## config.mk

```make
export PLATFORM = sky130hd
export DESIGN_NAME = ctl_perf_sampler
export DESIGN_NICKNAME = d
export VERILOG_FILES = /design/src/rtl/ctl_perf_pkg.sv /design/src/rtl/ctl_perf_timer.sv /design/src/rtl/ctl_perf_sampler.sv
export SDC_FILE = /design/constraint.sdc
export NUM_CORES = 1
export LEC_CHECK = 0
export CORE_MARGIN = 2
export CORE_UTILIZATION = 54
export DETAILED_ROUTE_END_ITERATION = 12
export PLACE_DENSITY = 0.91
export SKIP_LAST_GASP = 1
export SLEW_MARGIN = 20
export SYNTH_ARGS = -nofsm -noshare
export SYNTH_HDL_FRONTEND = slang
export SYNTH_SLANG_ARGS = --single-unit
```

## constraint.sdc

```tcl
create_clock -name clk_ni -period 4.6 [get_ports clk_ni]
set_clock_uncertainty 0.2 [all_clocks]
set_input_delay 0.46 -clock clk_ni [delete_from_list [all_inputs] [get_ports clk_ni]]
set_output_delay 0.46 -clock clk_ni [all_outputs]
set_load 0.01 [all_outputs]
```

## src/rtl/ctl_perf_pkg.sv

```systemverilog
// Shared definitions for the performance-counter sampler: sweep states,
// default header tag and header word layout.
package ctl_perf_pkg;

  typedef enum logic [2:0] {
    ST_IDLE,
    ST_HDR,
    ST_RD_LO,
    ST_RD_HI,
    ST_CLR_LO,
    ST_CLR_HI,
    ST_PUSH
  } state_t;

  localparam logic [7:0]  HDR_TAG_DEFAULT = 8'hA5;
  localparam int unsigned HDR_TAG_LSB     = 24;
  localparam int unsigned HDR_CNT_LSB     = 16;
  localparam int unsigned HDR_SEQ_LSB     = 0;

  // Header: {tag, 4'b0, register count minus one, sequence number}
  function automatic logic [31:0] hdr_word(input logic [7:0]  tag,
                                           input logic [3:0]  last,
                                           input logic [15:0] seq);
    logic [31:0] w;
    w = '0;
    w[HDR_TAG_LSB +: 8]  = tag;
    w[HDR_CNT_LSB +: 4]  = last;
    w[HDR_SEQ_LSB +: 16] = seq;
    return w;
  endfunction

endpackage

```

## src/rtl/ctl_perf_timer.sv

```systemverilog
// Interval timer: one-cycle tick every i_period enabled cycles; a period
// change restarts the count.
module ctl_perf_timer (
  input  logic        clk_ni,
  input  logic        rst_ni,
  input  logic        i_enable,
  input  logic [15:0] i_period,
  output logic        o_tick
);

  logic [15:0] count_q;
  logic [15:0] period_q;
  logic [15:0] count_eff;
  logic        run;

  // A changed period is treated as count 0 in the same cycle it is seen
  always_comb begin
    run       = i_enable && (i_period != '0);
    count_eff = (i_period != period_q) ? '0 : count_q;
    o_tick    = run && (count_eff == (i_period - 16'd1));
  end

  always_ff @(posedge clk_ni) begin
    if (rst_ni) begin
      count_q  <= '0;
      period_q <= '0;
    end else begin
      period_q <= i_period;
      if (!run || o_tick) count_q <= '0;
      else                count_q <= count_eff + 16'd1;
    end
  end

endmodule

```

## src/rtl/ctl_perf_sampler.sv

```systemverilog
// Sweeps N_REGS 32-bit counters through the 16-bit counter-block port and
// streams a header plus one word per counter, with optional clear-on-read.
module ctl_perf_sampler
  import ctl_perf_pkg::*;
#(
  parameter int unsigned N_REGS  = 13,
  parameter logic [7:0]  HDR_TAG = HDR_TAG_DEFAULT
) (
  input  logic        clk_ni,
  input  logic        rst_ni,
  input  logic        i_enable,
  input  logic [15:0] i_period,
  input  logic        i_trigger,
  input  logic        i_clear_on_read,
  output logic        o_block_sel,
  output logic        o_mni_reg_valid,
  output logic        o_mni_reg_write,
  output logic        o_mni_reg_ben,
  output logic        o_mni_reg_adr1,
  output logic        o_read_low,
  output logic [3:0]  o_reg_sel_enc,
  input  logic [15:0] i_dt_out,
  output logic [31:0] o_data,
  output logic        o_valid,
  input  logic        i_stall,
  output logic        o_overrun
);

  localparam logic [3:0] LAST = 4'(N_REGS - 1);

  state_t      state_q, state_d;
  logic [3:0]  sel_q, sel_d;
  logic [15:0] seq_q, seq_d;
  logic [31:0] data_q, data_d;
  logic        overrun_q;
  logic        tick;
  logic        start;

  ctl_perf_timer u_timer (
    .clk_ni   (clk_ni),
    .rst_ni   (rst_ni),
    .i_enable (i_enable),
    .i_period (i_period),
    .o_tick   (tick)
  );

  assign start         = (tick || i_trigger) && i_enable;
  assign o_reg_sel_enc = sel_q;
  assign o_overrun     = overrun_q;

  always_ff @(posedge clk_ni) begin
    if (rst_ni) begin
      state_q   <= ST_IDLE;
      sel_q     <= '0;
      seq_q     <= '0;
      data_q    <= '0;
      overrun_q <= 1'b0;
    end else begin
      state_q   <= state_d;
      sel_q     <= sel_d;
      seq_q     <= seq_d;
      data_q    <= data_d;
      overrun_q <= overrun_q || (start && (state_q != ST_IDLE));
    end
  end

  always_comb begin
    state_d         = state_q;
    sel_d           = sel_q;
    seq_d           = seq_q;
    data_d          = data_q;
    o_block_sel     = 1'b0;
    o_mni_reg_valid = 1'b0;
    o_mni_reg_write = 1'b0;
    o_mni_reg_ben   = 1'b0;
    o_mni_reg_adr1  = 1'b0;
    o_read_low      = 1'b0;
    o_valid         = 1'b0;
    o_data          = '0;
    case (state_q)
      ST_IDLE: begin
        if (start) begin
          state_d = ST_HDR;
          sel_d   = '0;
        end
      end
      ST_HDR: begin
        o_valid = 1'b1;
        o_data  = hdr_word(HDR_TAG, LAST, seq_q);
        if (!i_stall) begin
          state_d = ST_RD_LO;
          seq_d   = seq_q + 16'd1;
        end
      end
      ST_RD_LO: begin
        o_block_sel     = 1'b1;
        o_mni_reg_valid = 1'b1;
        o_read_low      = 1'b1;
        data_d          = {data_q[31:16], i_dt_out};
        state_d         = ST_RD_HI;
      end
      ST_RD_HI: begin
        o_block_sel     = 1'b1;
        o_mni_reg_valid = 1'b1;
        data_d          = {i_dt_out, data_q[15:0]};
        state_d         = i_clear_on_read ? ST_CLR_LO : ST_PUSH;
      end
      ST_CLR_LO: begin
        o_block_sel     = 1'b1;
        o_mni_reg_valid = 1'b1;
        o_mni_reg_write = 1'b1;
        o_mni_reg_ben   = 1'b1;
        state_d         = ST_CLR_HI;
      end
      ST_CLR_HI: begin
        o_block_sel     = 1'b1;
        o_mni_reg_valid = 1'b1;
        o_mni_reg_write = 1'b1;
        o_mni_reg_ben   = 1'b1;
        o_mni_reg_adr1  = 1'b1;
        state_d         = ST_PUSH;
      end
      ST_PUSH: begin
        o_valid = 1'b1;
        o_data  = data_q;
        if (!i_stall) begin
          if (sel_q == LAST) begin
            state_d = ST_IDLE;
          end else begin
            sel_d   = sel_q + 4'd1;
            state_d = ST_RD_LO;
          end
        end
      end
      default: state_d = ST_IDLE;
    endcase
  end

endmodule
```

## After elaboration in Yosys (flattened, before gate mapping)

Index checks and enable logic that the tools add are counted.

- Register bits: 88

- Add/sub/neg operators: 4
- Reductions and logical operators: 21
- Bitwise logic cells: 3
- Equal/unequal tests: 13
- Multiplexer cells: 18

Operators by type and width:

| cell | count |
|---|---|
| case mux 32 bit (2 select lines) | 2 |
| adder 16 x 1 -> 16 bit (second input constant) | 2 |
| case mux 3 bit (7 select lines) | 1 |
| equality test 16 bit | 1 |
| two-way mux 16 bit | 1 |
| != test 16 bit | 1 |
| nonzero test 16 bit | 1 |
| subtractor 16 x 1 -> 16 bit (second input constant) | 1 |
| two-way mux 4 bit | 3 |
| equality test 3 bit (second input constant) | 3 |
| two-way mux 3 bit | 3 |
| != test 2 bit (second input constant) | 4 |
| case mux 4 bit (2 select lines) | 1 |
| equality test 3 x 2 -> 1 bit (second input constant) | 2 |
| AND reduction 2 bit | 3 |
| OR reduction 2 bit | 3 |
| two-way mux 1 bit | 5 |
| adder 4 x 1 -> 4 bit (second input constant) | 1 |
| equality test 4 bit (second input constant) | 1 |
| logical AND 1 bit | 4 |
| two-way mux 2 bit | 2 |
| AND reduction 4 bit | 1 |
| OR reduction 4 bit | 1 |
| equality test 3 x 1 -> 1 bit (second input constant) | 1 |
| 7 further kinds | 11 |

## Logic depth before layout (Yosys ltp)

Gate-level depths: netlist of run 1.

- Depth after elaboration: 8
- Depth in mapped cells: 14
- Mapped depth without buffers: 11

## By module

A second synthesis of run 1 with hierarchy kept.

- Cell total of the unflattened synthesis: 638
- Area total of the unflattened synthesis: 5113.7 sq um

Modules (own cells, without submodules):

| module | area an instance (sq um) | cells an instance | sequential area each (sq um) | instances |
|---|---|---|---|---|
| ctl_perf_sampler | 2651.3 | 341 | 1121.1 | 1 |
| ctl_perf_timer | 2462.4 | 297 | 640.6 | 1 |

## Least setup slack after synthesis of run 1

No wires, ideal clock.

- Kind: in2reg
- Start point: input i_period[0]
- End point: register u_timer.count_q[4]
- Setup time: 0.062 ns
- Slack: 1.254 ns
- Stages: 14
- Buffers on the path: 3
- Data arrival time: 3.083 ns
- Data required time: 4.338 ns
- Path through: clkbuf_1 > inv_1 > ha_1 > buf_4 > or3b_4 > or4_4 > nand4_1 > a21oi_1 > o22ai_1 > nor4_2 > a211o_2 > or2_4 > buf_6 > nor2_2

- Cells in the longest elaborated chain, start to end: 6

RTL lines:

| item | line | source |
|---|---|---|
| from (decl) | ctl_perf_sampler.sv:12 | `input logic [15:0] i_period,` |
| parallel branches: the longest is 6 deep, another holds subtractor 16 x 1 -> 16 bit | n/a |  |
| to (signal assigned) | ctl_perf_timer.sv:30 | `else count_q <= count_eff + 16'd1;` |
| to (decl) | ctl_perf_timer.sv:11 | `logic [15:0] count_q;` |

Parallel ways; which one is timed is not known.
A chain may end at the register's enable or synchronous reset.

## Worst setup path in the final report of run 1

- Start point: input i_period[0]
- End point: register u_timer.count_q[12]

Same word-level chain as after synthesis.

==> qor.csv, run 1 <==
stage,metric,value,unit
timing,Max Slew Vio Count,0,
critical_path,Crit path arrival time,3.82,ns
clock_tree,Clock Tree Buf Depth,2,
grt,initial antenna violation count,0,
timing,final setup violation count,0,
synthesis,Mapped Cells,600,
synthesis,Synth warnings,0,
timing,Post-Route Setup TNS,0,ns
timing,final setup margin,0.871,ns
grt,first-pass GRT wire length,19900,um
final_layout,Storage cell area,1760,um2
grt,pin count of the biggest net entering global routing,59,
outcome,status,"complete, no violations",
worst_hold_path,Hold Crit Class,in2reg,
grt,GRT Residual Overflow,0,
final_layout,most frequent cells in the layout,"88 x dfxtp_1, 87 x nand2_1, 80 x clkdlybuf4s50_1",
place,post-placement setup slack,0.540,ns
die,die height,99.0,um
final_layout,"Cell Count, Final, Fillers Out",771,
timing,Fmax,268,MHz
grt,GRT Util Overall,24.6,%
place,number of port buffers,81,
place,placed cell count,755,
die,num ports,82,
synthesis,Synth Register Bits,88,
final_layout,diode count,0,
timing,Slew Limit Headroom,30.6,%
flow_run,Max Cap Viol,0,
power,P_leak,2.07,nW
route,wire per inst,15.7,um
place,dpl hpwl,8660,um
die,row count,34,
route,total wire length,12100,um
clock_tree,# hold bufs at CTS,0,
critical_path,CP Capture Type,register,
die,core area,8720,um2
route,DR vias/cell,5.78,
critical_path,"reg-to-reg slack, setup",1.27,ns
power,total power after layout,1.54,mW
final_layout,final net count,702,
clock_tree,post_cts resized,0,
timing,"Period Utilization, post-route",81.1,%
grt,number of global-route vias before repair,4298,
clock_tree,clk root buf,clkbuf_8,
timing,slew at the pin closest to its max-slew limit,1.04,ns
synthesis,synth unique cells,62,
final_layout,Area Overhead vs Synth,20.2,%
critical_path,Worst setup SP type,input port,
critical_path,critical path peak fanout,12,
synthesis,register area share after synthesis,36.1,%
power,Max VDD drop,0.000182,V
clock_tree,H-tree depth,3,
synthesis,"Avg Cell Area, Syn",8.13,um2
route,Via Count,4457,
synthesis,Post-synth EDFFs,0,
synthesis,Post-synth ARST share,0,%
critical_path,"Req. time, crit path",4.69,ns
synthesis,mapped cell area,4880,um2
clock_tree,clock-pin transition on the worst setup and hold timing paths,0.10,ns
final_layout,Multi-input gate area,2850,um2
final_layout,Fillers,688,
route,Pre-Repair DR Iteration Count,5,
clock_tree,total CTS buffers,9,
clock_tree,Post-CTS Setup Bufs,0,
power,Pwr Density,263,nW/um2
clock_tree,Sink Count,88,
die,Initial Utilization,55.9,%
synthesis,Syn Nets,644,
clock_tree,Clock Latency Late Sink,0.36,ns
timing,RSZ-0062 raised after global routing,false,
timing,crit path time final,3.73,ns
route,Starting DRT DRC Count,266,
critical_path,crit path kind,in2reg,
place,routability cong.,0.931,
final_layout,"commonest non-fill, non-tap cell in the layout",dfxtp_1,
timing,final hold violation count,0,
clock_tree,CTS tree,built,
route,Antenna Nets Post-Route,0,
die,Die W,99.0,um
route,DRC,0,
final_layout,share of cells above drive strength 1,7.84,%
die,Die Footprint,9810,um2
synthesis,main flop type after synthesis,dfxtp_1,
per-layer routing:
metal	global-route usage (%)	wire length, um
met1	31.0	5250
met2	42.5	5980
met3	4.18	694
met4	8.54	198
met5	0	0
registers in the layout, indices dropped and copies added (netlist names):
signal,flops
data_q,32
seq_q,16
u_timer.count_q,16
u_timer.period_q,16
o_reg_sel_enc,4
state_q,3
o_overrun,1
cells in the mapped netlist, drive strengths merged (3+ instances only):
cell type	instances	share of area, %
a31oi	5	0.64
a21oi	41	4.2
nor4b	4	0.72
ha	6	1.5
nor2b	15	1.9
nor2	65	5.5
xnor2	14	2.5
clkbuf	24	1.8
o211a	3	0.62
nand3	19	2.1
a21o	8	1.2
nor3	9	0.92
dfxtp	88	36
or3	5	0.74
and3	8	1.0
nand2	87	6.7
or2	4	0.56
xor2	49	8.8
buf	17	2.8
nor4	11	1.7
nand4b	6	1.1
nand4	19	2.6
o211ai	5	0.87
and2	16	2.1
o21ai	12	1.2
a22o	16	2.9
inv	12	0.92
stage by stage:
step | area, um2 | utilization [%] | hold WS, ns
floorplan | 4880 | - | 0.232
global placement | 5650 | 64.8 | 0.238
detailed placement | 5660 | 64.8 | 0.245
CTS | 5860 | 67.2 | 0.238
global route | 5860 | 67.2 | 0.258
finish | 5860 | 67.2 | 0.249
power breakdown:
part	switching (mW)	internal [mW]	total, mW
clock network	0.305	0.262	0.568
logic	0.0978	0.0844	0.182
registers	0.0136	0.778	0.791
total	0.417	1.12	1.54
cell families (layout without fill, tap and decap cells):
logic type                 count (synthesis)  in the layout  synth area share, %
AOI/OAI and AO/OA                        105            105                 14.3
and+or+nand+nor                          281            281                 30.1
muxes                                      2              2                0.436
adders and majority gates                  6              6                 1.54
DFF                                       88             88                 36.1
buffers and inverters                     54            117                 5.67
xor gates and xnor gates                  64             64                 11.8
area by class of cell:
class,instances,area share [%]
flip-flops and latches,88,30.0
inverters,13,0.832
clock inverters,7,1.45
repair buffers,88,14.6
multi-input cells,458,48.6
well taps,108,2.30
clock buffers,9,2.11
final timing paths:
path | from | to | cells past startpoint
max | i_period[0] | u_timer.count_q[12] | 12
min | rst_ni | u_timer.period_q[0] | 2
max reg2reg | u_timer.period_q[9] | o_reg_sel_enc[3] | 10
min reg2reg | data_q[28] | data_q[28] | 2
critical path, cell delays in order:
cell	delay, ns
clkdlybuf4s50_1	0.56
inv_1	0.17
ha_1	0.32
nor3b_2	0.46
nand3_2	0.17
or3_1	0.37
xor2_1	0.22
nand4b_1	0.15
a31oi_1	0.13
a211o_2	0.35
or2_4	0.33
nor2_2	0.12
(Power assumes the default switching activity.)
==> inputs of run 2 (changes only) <==
Clock period 4.6 ns to 3.7 ns, I/O delays scaled along.
==> qor.csv, run 2 (synthesis gave the netlist of run 1 again) <==
stage,metric,value,unit,change
critical_path,Worst setup SP type,input port,,
final_layout,Reg with most FFs,data_q,,
clock_tree,clk root buf,clkbuf_8,,
final_layout,share of cells above drive strength 1,10.7,%,+2.8 points
final_layout,Area Overhead vs Synth,23.1,%,
critical_path,CP Capture Type,register,,
timing,Slew Limit Headroom,29.7,%,-0.96 points
clock_tree,H-tree depth,3,,unchanged
timing,Min Hold Slack,0.261,ns,+0.0127 ns
final_layout,most frequent cells in the layout,"88 x dfxtp_1, 87 x nand2_1, 80 x clkdlybuf4s50_1",,
route,Pre-Repair DR Iteration Count,7,,+2
clock_tree,Sink Count,88,,unchanged
clock_tree,Clock Tree Buf Depth,2,,unchanged
timing,final setup violation count,0,,unchanged
route,wire per inst,16.5,um,+4.6%
die,Initial Utilization,55.9,%,unchanged
die,Die Footprint,9810,um2,unchanged
critical_path,critical path peak fanout,12,,unchanged
place,dpl hpwl,9370,um,+8.1%
timing,Fmax,295,MHz,
route,DRC,0,,unchanged
grt,GRT Residual Overflow,0,,unchanged
critical_path,crit path kind,in2reg,,
grt,first-pass GRT wire length,21600,um,+8.5%
critical_path,Crit path arrival time,3.49,ns,-0.33 ns
route,Starting DRT DRC Count,350,,+32%
route,Via Count,4683,,+5.1%
timing,"Period Utilization, post-route",91.5,%,
clock_tree,post_cts resized,0,,unchanged
grt,initial antenna violation count,0,,unchanged
route,total wire length,13000,um,+7.5%
timing,RSZ-0062 raised after global routing,false,,
place,number of port buffers,81,,unchanged
clock_tree,Clock Latency Late Sink,0.37,ns,about the same
grt,pin count of the biggest net entering global routing,45,,-24%
die,row count,34,,unchanged
clock_tree,Post-CTS Setup Bufs,0,,unchanged
clock_tree,total CTS buffers,9,,unchanged
die,core area,8720,um2,unchanged
grt,GRT Util Overall,26.8,%,+2.2 points
clock_tree,CTS tree,built,,
outcome,status,"complete, no violations",,
final_layout,diode count,0,,unchanged
clock_tree,clock-pin transition on the worst setup and hold timing paths,0.09,ns,about the same
timing,slew at the pin closest to its max-slew limit,1.05,ns,+0.0143 ns
worst_hold_path,Hold Crit Start,data_q[2],,
route,DR vias/cell,5.91,,+2.3%
power,Pwr Density,315,nW/um2,+20%
timing,Max Slew Vio Count,0,,unchanged
final_layout,fin util,68.8,%,+1.6 points
timing,Post-Route Setup TNS,0,ns,unchanged
critical_path,"Req. time, crit path",3.81,ns,-0.88 ns
die,Die W,99.0,um,unchanged
place,placed cell count,776,,+2.8%
worst_hold_path,Hold Crit Class,reg2reg,,
final_layout,"Cell Count, Final, Fillers Out",792,,+2.7%
die,die height,99.0,um,unchanged
power,P_leak,2.18,nW,+5.0%
critical_path,crit path from,i_period[1],,
place,routability cong.,0.894,,-4.0%
final_layout,final net count,723,,+3.0%
critical_path,r2r startpoint,u_timer.period_q[11],,
power,total power after layout,1.89,mW,+23%
die,num ports,82,,unchanged
final_layout,max reg flops,32,,unchanged
flow_run,Max Cap Viol,0,,unchanged
timing,final hold violation count,0,,unchanged
power,Max VDD drop,0.000239,V,+31%
final_layout,"commonest non-fill, non-tap cell in the layout",dfxtp_1,,
final_layout,Fillers,675,,-1.9%
route,Antenna Nets Post-Route,0,,unchanged
grt,number of global-route vias before repair,4630,,+7.7%
timing,crit path time final,3.39,ns,
clock_tree,# hold bufs at CTS,0,,unchanged
-- run 2: cell count changes in the layout (fill, tap and decap cells not counted), sizes merged --
cell / previous run / this run
bufinv: 1 / 0
clkinv: 1 / 4
clkinvlp: 2 / 0
buf: 8 / 29
-- run 2: per-layer routing --
metal	share of wire (%)	vias to the layer above	track usage, %
met1	42	2182	33.1
met2	49	233	46.2
met4	2.6	0	11.8
met5	0	-	0
met3	6.5	36	3.90
li1	-	2232	-
-- run 2: through the flow --
step | area, um2 | setup WS [ns]
after detailed placement | 5810 | 0.0232
final | 6000 | 0.313
after floorplan | 4880 | 0.444
after global placement | 5810 | 0.126
after CTS | 6000 | 0.385
after global routing | 6000 | 0.159
-- run 2: worst max-delay path, cell delays in order --
cell             delay [ns]
clkdlybuf4s50_1        0.50
inv_1                  0.14
ha_1                   0.17
or3b_4                 0.40
buf_4                  0.16
o31ai_1                0.36
a21o_1                 0.18
a21oi_1                0.06
o22ai_1                0.23
nor4_2                 0.11
a211o_2                0.36
or2_4                  0.32
nor2_2                 0.13
-- run 2: cell type report --
cell class                      count  area (um2)  share of cell area (%)
Inverter                           13        48.8                   0.813
Timing Repair Buffer              109        1020                    16.9
Tap cell                          108         135                    2.25
Sequential cell                    88        1760                    29.3
Clock inverter                      7        71.3                    1.19
Clock buffer                        9         124                    2.06
Multi-Input combinational cell    458        2850                    47.4
-- run 2: path summary, 6_finish.rpt --
kind / to / slack [ns] / depth (start not counted)
setup / recovery: u_timer.count_q[3] / 0.31 / 13
hold / removal: data_q[2] / 0.26 / 2
setup reg to reg: u_timer.count_q[3] / 0.71 / 10
hold reg to reg: data_q[2] / 0.26 / 2
-- run 2: power breakdown --
part	leakage, nW	switching, mW	internal (mW)	total, mW
registers	0.714	0.0168	0.967	0.984
logic	1.36	0.128	0.118	0.245
clock network	0.0995	0.398	0.264	0.662
total	2.18	0.542	1.35	1.89
